## config.mk

```make
export PLATFORM = sky130hd
export DESIGN_NAME = pipe_controller
export DESIGN_NICKNAME = d
export VERILOG_FILES = /design/src/rtl/pipe_controller.sv
export SDC_FILE = /design/constraint.sdc
export NUM_CORES = 1
export LEC_CHECK = 0
export CORE_MARGIN = 5
export CORE_UTILIZATION = 40
export CTS_CLUSTER_DIAMETER = 80
export CTS_CLUSTER_SIZE = 30
export DETAILED_ROUTE_END_ITERATION = 12
export PLACE_DENSITY = 0.86
export SLEW_MARGIN = 10
export SYNTH_ARGS = -nofsm -noshare
export SYNTH_HDL_FRONTEND = slang
export SYNTH_SLANG_ARGS = --single-unit
```

## constraint.sdc

```tcl
create_clock -name clk -period 6.4 [get_ports clk]
set_input_delay 1.28 -clock clk [delete_from_list [all_inputs] [get_ports clk]]
set_output_delay 1.28 -clock clk [all_outputs]
set_load 0.1 [all_outputs]
```

## src/rtl/pipe_controller.sv

```systemverilog
// Pipelined control unit for the 5-stage ARM datapath: Decode-stage main/ALU decode,
// D->E/E->M/M->W control registers, Execute-stage condition check and NZCV flags register.
module pipe_controller #(
    parameter logic [3:0] FLAGS_INIT = 4'b0000
) (
    input  logic        clk,
    input  logic        reset,
    input  logic [31:0] InstrD,
    input  logic [3:0]  ALUFlags,
    input  logic        FlushE,
    output logic [1:0]  RegSrcD,
    output logic [1:0]  ImmSrcD,
    output logic        ALUSrcE,
    output logic [1:0]  ALUControlE,
    output logic        BranchTakenE,
    output logic        MemtoRegE,
    output logic        RegWriteM,
    output logic        MemWriteM,
    output logic        MemtoRegW,
    output logic        RegWriteW,
    output logic        PCSrcW,
    output logic        PCWrPendingF
);

    logic [3:0] condD;
    logic [1:0] opD;
    logic [5:0] functD;
    logic [3:0] rdD;

    logic       regWD, memWD, memtoRegD, aluSrcD, branchD, aluOpD, pcsD;
    logic [1:0] aluControlD, flagWD;

    logic       regWE, memWE, branchE, pcsE;
    logic [1:0] flagWE;
    logic [3:0] condE;
    logic       memtoRegM, pcsM;

    logic [3:0] flagsQ;
    logic       condEx;

    assign condD  = InstrD[31:28];
    assign opD    = InstrD[27:26];
    assign functD = InstrD[25:20];
    assign rdD    = InstrD[15:12];

    always_comb begin
        RegSrcD     = 2'b00;
        ImmSrcD     = 2'b00;
        aluSrcD     = 1'b0;
        memtoRegD   = 1'b0;
        regWD       = 1'b0;
        memWD       = 1'b0;
        branchD     = 1'b0;
        aluOpD      = 1'b0;
        aluControlD = 2'b00;
        flagWD      = 2'b00;
        case (opD)
            2'b00: begin
                aluSrcD = functD[5];
                aluOpD  = 1'b1;
            end
            2'b01: begin
                ImmSrcD = 2'b01;
                aluSrcD = 1'b1;
                if (functD[0]) begin
                    memtoRegD = 1'b1;
                    regWD     = 1'b1;
                end else begin
                    RegSrcD = 2'b10;
                    memWD   = 1'b1;
                end
            end
            2'b10: begin
                RegSrcD = 2'b01;
                ImmSrcD = 2'b10;
                aluSrcD = 1'b1;
                branchD = 1'b1;
            end
            default: ;
        endcase

        if (aluOpD) begin
            case (functD[4:1])
                4'b0100: begin
                    aluControlD = 2'b00;
                    regWD       = 1'b1;
                    flagWD      = functD[0] ? 2'b11 : 2'b00;
                end
                4'b0010: begin
                    aluControlD = 2'b01;
                    regWD       = 1'b1;
                    flagWD      = functD[0] ? 2'b11 : 2'b00;
                end
                4'b0000: begin
                    aluControlD = 2'b10;
                    regWD       = 1'b1;
                    flagWD      = functD[0] ? 2'b10 : 2'b00;
                end
                4'b1100: begin
                    aluControlD = 2'b11;
                    regWD       = 1'b1;
                    flagWD      = functD[0] ? 2'b10 : 2'b00;
                end
                4'b1010: begin
                    // CMP always updates flags, never writes a register
                    aluControlD = 2'b01;
                    flagWD      = 2'b11;
                end
                default: ;
            endcase
        end
    end

    assign pcsD = ((rdD == 4'hF) & regWD) | branchD;

    always_comb begin
        logic n, z, c, v;
        {n, z, c, v} = flagsQ;
        condEx = 1'b0;
        case (condE)
            4'b0000: condEx = z;
            4'b0001: condEx = ~z;
            4'b0010: condEx = c;
            4'b0011: condEx = ~c;
            4'b0100: condEx = n;
            4'b0101: condEx = ~n;
            4'b0110: condEx = v;
            4'b0111: condEx = ~v;
            4'b1000: condEx = c & ~z;
            4'b1001: condEx = ~c | z;
            4'b1010: condEx = (n == v);
            4'b1011: condEx = (n != v);
            4'b1100: condEx = ~z & (n == v);
            4'b1101: condEx = z | (n != v);
            4'b1110: condEx = 1'b1;
            default: condEx = 1'b0;
        endcase
    end

    always_ff @(posedge clk or posedge reset) begin
        if (reset) begin
            regWE       <= 1'b0;
            memWE       <= 1'b0;
            MemtoRegE   <= 1'b0;
            ALUSrcE     <= 1'b0;
            ALUControlE <= 2'b00;
            branchE     <= 1'b0;
            flagWE      <= 2'b00;
            pcsE        <= 1'b0;
            condE       <= 4'b0000;
            RegWriteM   <= 1'b0;
            MemWriteM   <= 1'b0;
            memtoRegM   <= 1'b0;
            pcsM        <= 1'b0;
            RegWriteW   <= 1'b0;
            MemtoRegW   <= 1'b0;
            PCSrcW      <= 1'b0;
        end else begin
            if (FlushE) begin
                regWE       <= 1'b0;
                memWE       <= 1'b0;
                MemtoRegE   <= 1'b0;
                ALUSrcE     <= 1'b0;
                ALUControlE <= 2'b00;
                branchE     <= 1'b0;
                flagWE      <= 2'b00;
                pcsE        <= 1'b0;
                condE       <= 4'b0000;
            end else begin
                regWE       <= regWD;
                memWE       <= memWD;
                MemtoRegE   <= memtoRegD;
                ALUSrcE     <= aluSrcD;
                ALUControlE <= aluControlD;
                branchE     <= branchD;
                flagWE      <= flagWD;
                pcsE        <= pcsD;
                condE       <= condD;
            end
            RegWriteM <= regWE & condEx;
            MemWriteM <= memWE & condEx;
            memtoRegM <= MemtoRegE;
            pcsM      <= pcsE & condEx;
            RegWriteW <= RegWriteM;
            MemtoRegW <= memtoRegM;
            PCSrcW    <= pcsM;
        end
    end

    always_ff @(posedge clk or posedge reset) begin
        if (reset) begin
            flagsQ <= FLAGS_INIT;
        end else begin
            if (flagWE[1] & condEx) flagsQ[3:2] <= ALUFlags[3:2];
            if (flagWE[0] & condEx) flagsQ[1:0] <= ALUFlags[1:0];
        end
    end

    assign BranchTakenE = branchE & condEx;
    // E-stage term is ungated: the fetch unit must hold off until the condition resolves
    assign PCWrPendingF = pcsD | pcsE | pcsM;

endmodule

```

==> results.py <==
metrics = {
    "outcome": {
        "status": "finished, final reports clean",
    },
    "floorplanning": {
        "die_x_um": 65.9,
        "dieArea_mm2": 0.00435,
        "start_util": 0.413,
        "fp-row-count": 20,
        "ioPinCount": 54,
        "die_h_um": 65.9,
        "core_area_mm2": 0.00303,
    },
    "critical_path": {
        "path_max_fanout": 4,
        "criticalPathCategory": "in -> out",
        "end_kind": "output port",
        "cp_data_arrival_time_ps": 3740,
        "worstPathRequired_ps": 5120,
        "crit_path_start_kind": "primary input",
    },
    "routing": {
        "drc": 0,
        "met1_length_um": 986,
        "wl_per_cell_um": 13.5,
        "vias_per_cell": 4.93,
        "drtAntennaViolNets": 0,
        "top_layer_used": "met4",
        "routed_wl_mm": 2.53,
        "dr.pass1.iters": 4,
        "drtIter0Drc": 21,
        "route.met2.wl_mm": 1.32,
        "route.met3.wl_um": 170,
        "num_vias": 922,
    },
    "global_route": {
        "grt_first_pass_wirelength_mm": 4.16,
        "grt_pass1_vias": 1010,
        "grt.overflow.total": 0,
        "grtUsageTotal": 0.125,
        "grt_max_degree": 26,
        "antenna_found_initial": 0,
    },
    "synth": {
        "synthAdderAreaFrac": 0.0600,
        "synth.avg_cell_area_um2": 11.8,
        "synth_edf_count": 0,
        "synthMuxAreaShare": 0.0840,
        "ys_warn_count": 0,
        "ys_types": 33,
        "synth_top_family_by_area": "simple AND/OR/NAND/NOR gates",
        "synth_ff_type": "dfrtp_1",
        "syn-num-nets": 151,
        "yosysSeqAreaShare": 0.500,
        "synth_xor_area_frac": 0.0210,
        "ys_seq_elements": 25,
        "async_flop_share": 1.00,
        "synthSimpleGateAreaFrac": 0.215,
        "syn_area_mm2": 0.00125,
        "synthCells": 106,
        "synth_compound_area_frac": 0.0870,
    },
    "timing": {
        "fin_crit_ps": 5020,
        "worst_hold_slack_ps": 373,
        "hold_viol": 0,
        "fmax_mhz": 199,
        "max-slew-margin-rel": 0.346,
        "period_share": 0.784,
        "rsz0062_at_grt": "false",
        "worst_pin_slew_ps": 977,
        "fin_setup_tns_ps": 0,
        "drv_slew": 0,
        "skew_ps": 7.13,
        "setup_violations": 0,
    },
    "layout": {
        "area_growth_pct": 34.4,
        "drive_above_1_share": 0.0909,
        "utilization": 0.555,
        "antenna_cells": 0,
        "fin_cells": 187,
        "nNetsFinal": 189,
    },
    "power_and_ir_drop": {
        "p_leak_nw": 0.755,
        "peakVddDrop_uv": 99.1,
        "power_density_mw_per_mm2": 203,
    },
    "clocking": {
        "clock_latency_ps": 330,
        "htreeDepth": 1,
        "cts_tree": "yes",
        "hold_buffers": 0,
        "clockBufferDepth": 2,
        "clock_sinks": 25,
        "clkTransAtPathRegs_ps": 140,
        "cts-root-buf": "clkbuf_4",
        "post_cts_buffers": 0,
        "cts_buffers": 3,
        "cts_resized": 0,
    },
    "placed_design": {
        "io_buffer_count": 37,
        "dp.cells": 183,
        "place_congestion": 0.775,
        "hpwl_mm": 2.01,
    },
    "min_path": {
        "worstHoldPathType": "reg -> reg",
    },
    "job": {
        "cap_violations": 0,
    },
}
## sequential cells by signal (all words and copies together) (netlist names), 2 cells and up
register / flops
flagWE: 2
flagsQ: 4
ALUControlE: 2
condE: 4
## area by class of cell
class,instances,area (um2)
clock buffers,3,22.5
repair buffers,37,370
clock inverters,1,8.76
fillers,249,1350
inverters,4,15.0
multi-input cells,73,584
well taps,44,55.1
flip-flops and latches,25,626
## per-layer routing
metal	global-route usage	vias to the layer above
met1	0.127	439
li1	-	443
met3	0.0340	7
met4	0.0584	0
met5	0	-
met2	0.233	33
## critical path: stages
cell and delay [ps]:
clkdlybuf4s50_1 530, inv_1 100, ha_1 220, nor2b_1 150
a32oi_1 230, nor2_1 80, nor2_1 120, nand2_1 60
clkdlybuf4s50_1 960
## stage by stage
stage	total power, mW	setup slack [ps]	cell area [um2]
6_report	0.342	1380	1680
5_1_grt	0.355	1270	1680
4_1_cts	0.344	1350	1680
3_5_place_dp	0.271	1360	1650
3_3_place_gp	0.266	1390	1650
2_1_floorplan	0.240	2390	1250
## cells by family (layout without fill, tap and decap cells)
group | after synthesis | in the layout
fa+ha+maj | 6 | 6
mux | 8 | 8
flops | 25 | 25
simple gates | 43 | 43
xor+xnor | 3 | 3
compound gates | 13 | 13
buf+inv | 8 | 45
## power breakdown
group / leakage, nW / switching [mW] / internal, mW
clock: 0.0183 / 0.0492 / 0.0255
combinational: 0.397 / 0.0526 / 0.0388
sequential: 0.339 / 0.00925 / 0.166
## final timing paths
path                                     startpoint  cells past startpoint  slack, ps                    end
worst max-delay path                     InstrD[26]                      9       1380           PCWrPendingF
worst min-delay path            memtoRegM$_DFF_PP0_                      0        370    MemtoRegW$_DFF_PP0_
worst max register to register   condE[2]$_DFF_PP0_                      5       4070  flagsQ[3]$_DFFE_PP0P_
worst min register to register  memtoRegM$_DFF_PP0_                      0        370    MemtoRegW$_DFF_PP0_
max in group asynchronous                     reset                      2       4430    flagWE[1]$_DFF_PP0_
min in group asynchronous                     reset                      2       1420    RegWriteW$_DFF_PP0_
## cell usage after synthesis (3+ instances only)
cell type,instances,area share
mux2_4,5,0.060
a21oi_1,3,0.012
nor2_1,7,0.021
nand2b_1,3,0.015
nor3_1,3,0.012
ha_1,6,0.060
nor2b_1,12,0.060
inv_1,4,0.012
dfrtp_1,25,0.50
nand2_1,4,0.012
mux2i_1,3,0.024
xor2_1,3,0.021
## layout by cell type (no fill, tap or decap), types with 3 or more instances in the layout
cell             synthesis  layout
clkdlybuf4s50_1          0      37
nand2_1                  4       4
inv_1                    4       4
nor2b_1                 12      12
xor2_1                   3       3
nor2_1                   7       7
ha_1                     6       6
mux2_4                   5       5
nand2b_1                 3       3
mux2i_1                  3       3
dfrtp_1                 25      25
nor3_1                   3       3
clkbuf_4                 0       3
a21oi_1                  3       3
(Power assumes the default switching activity.)
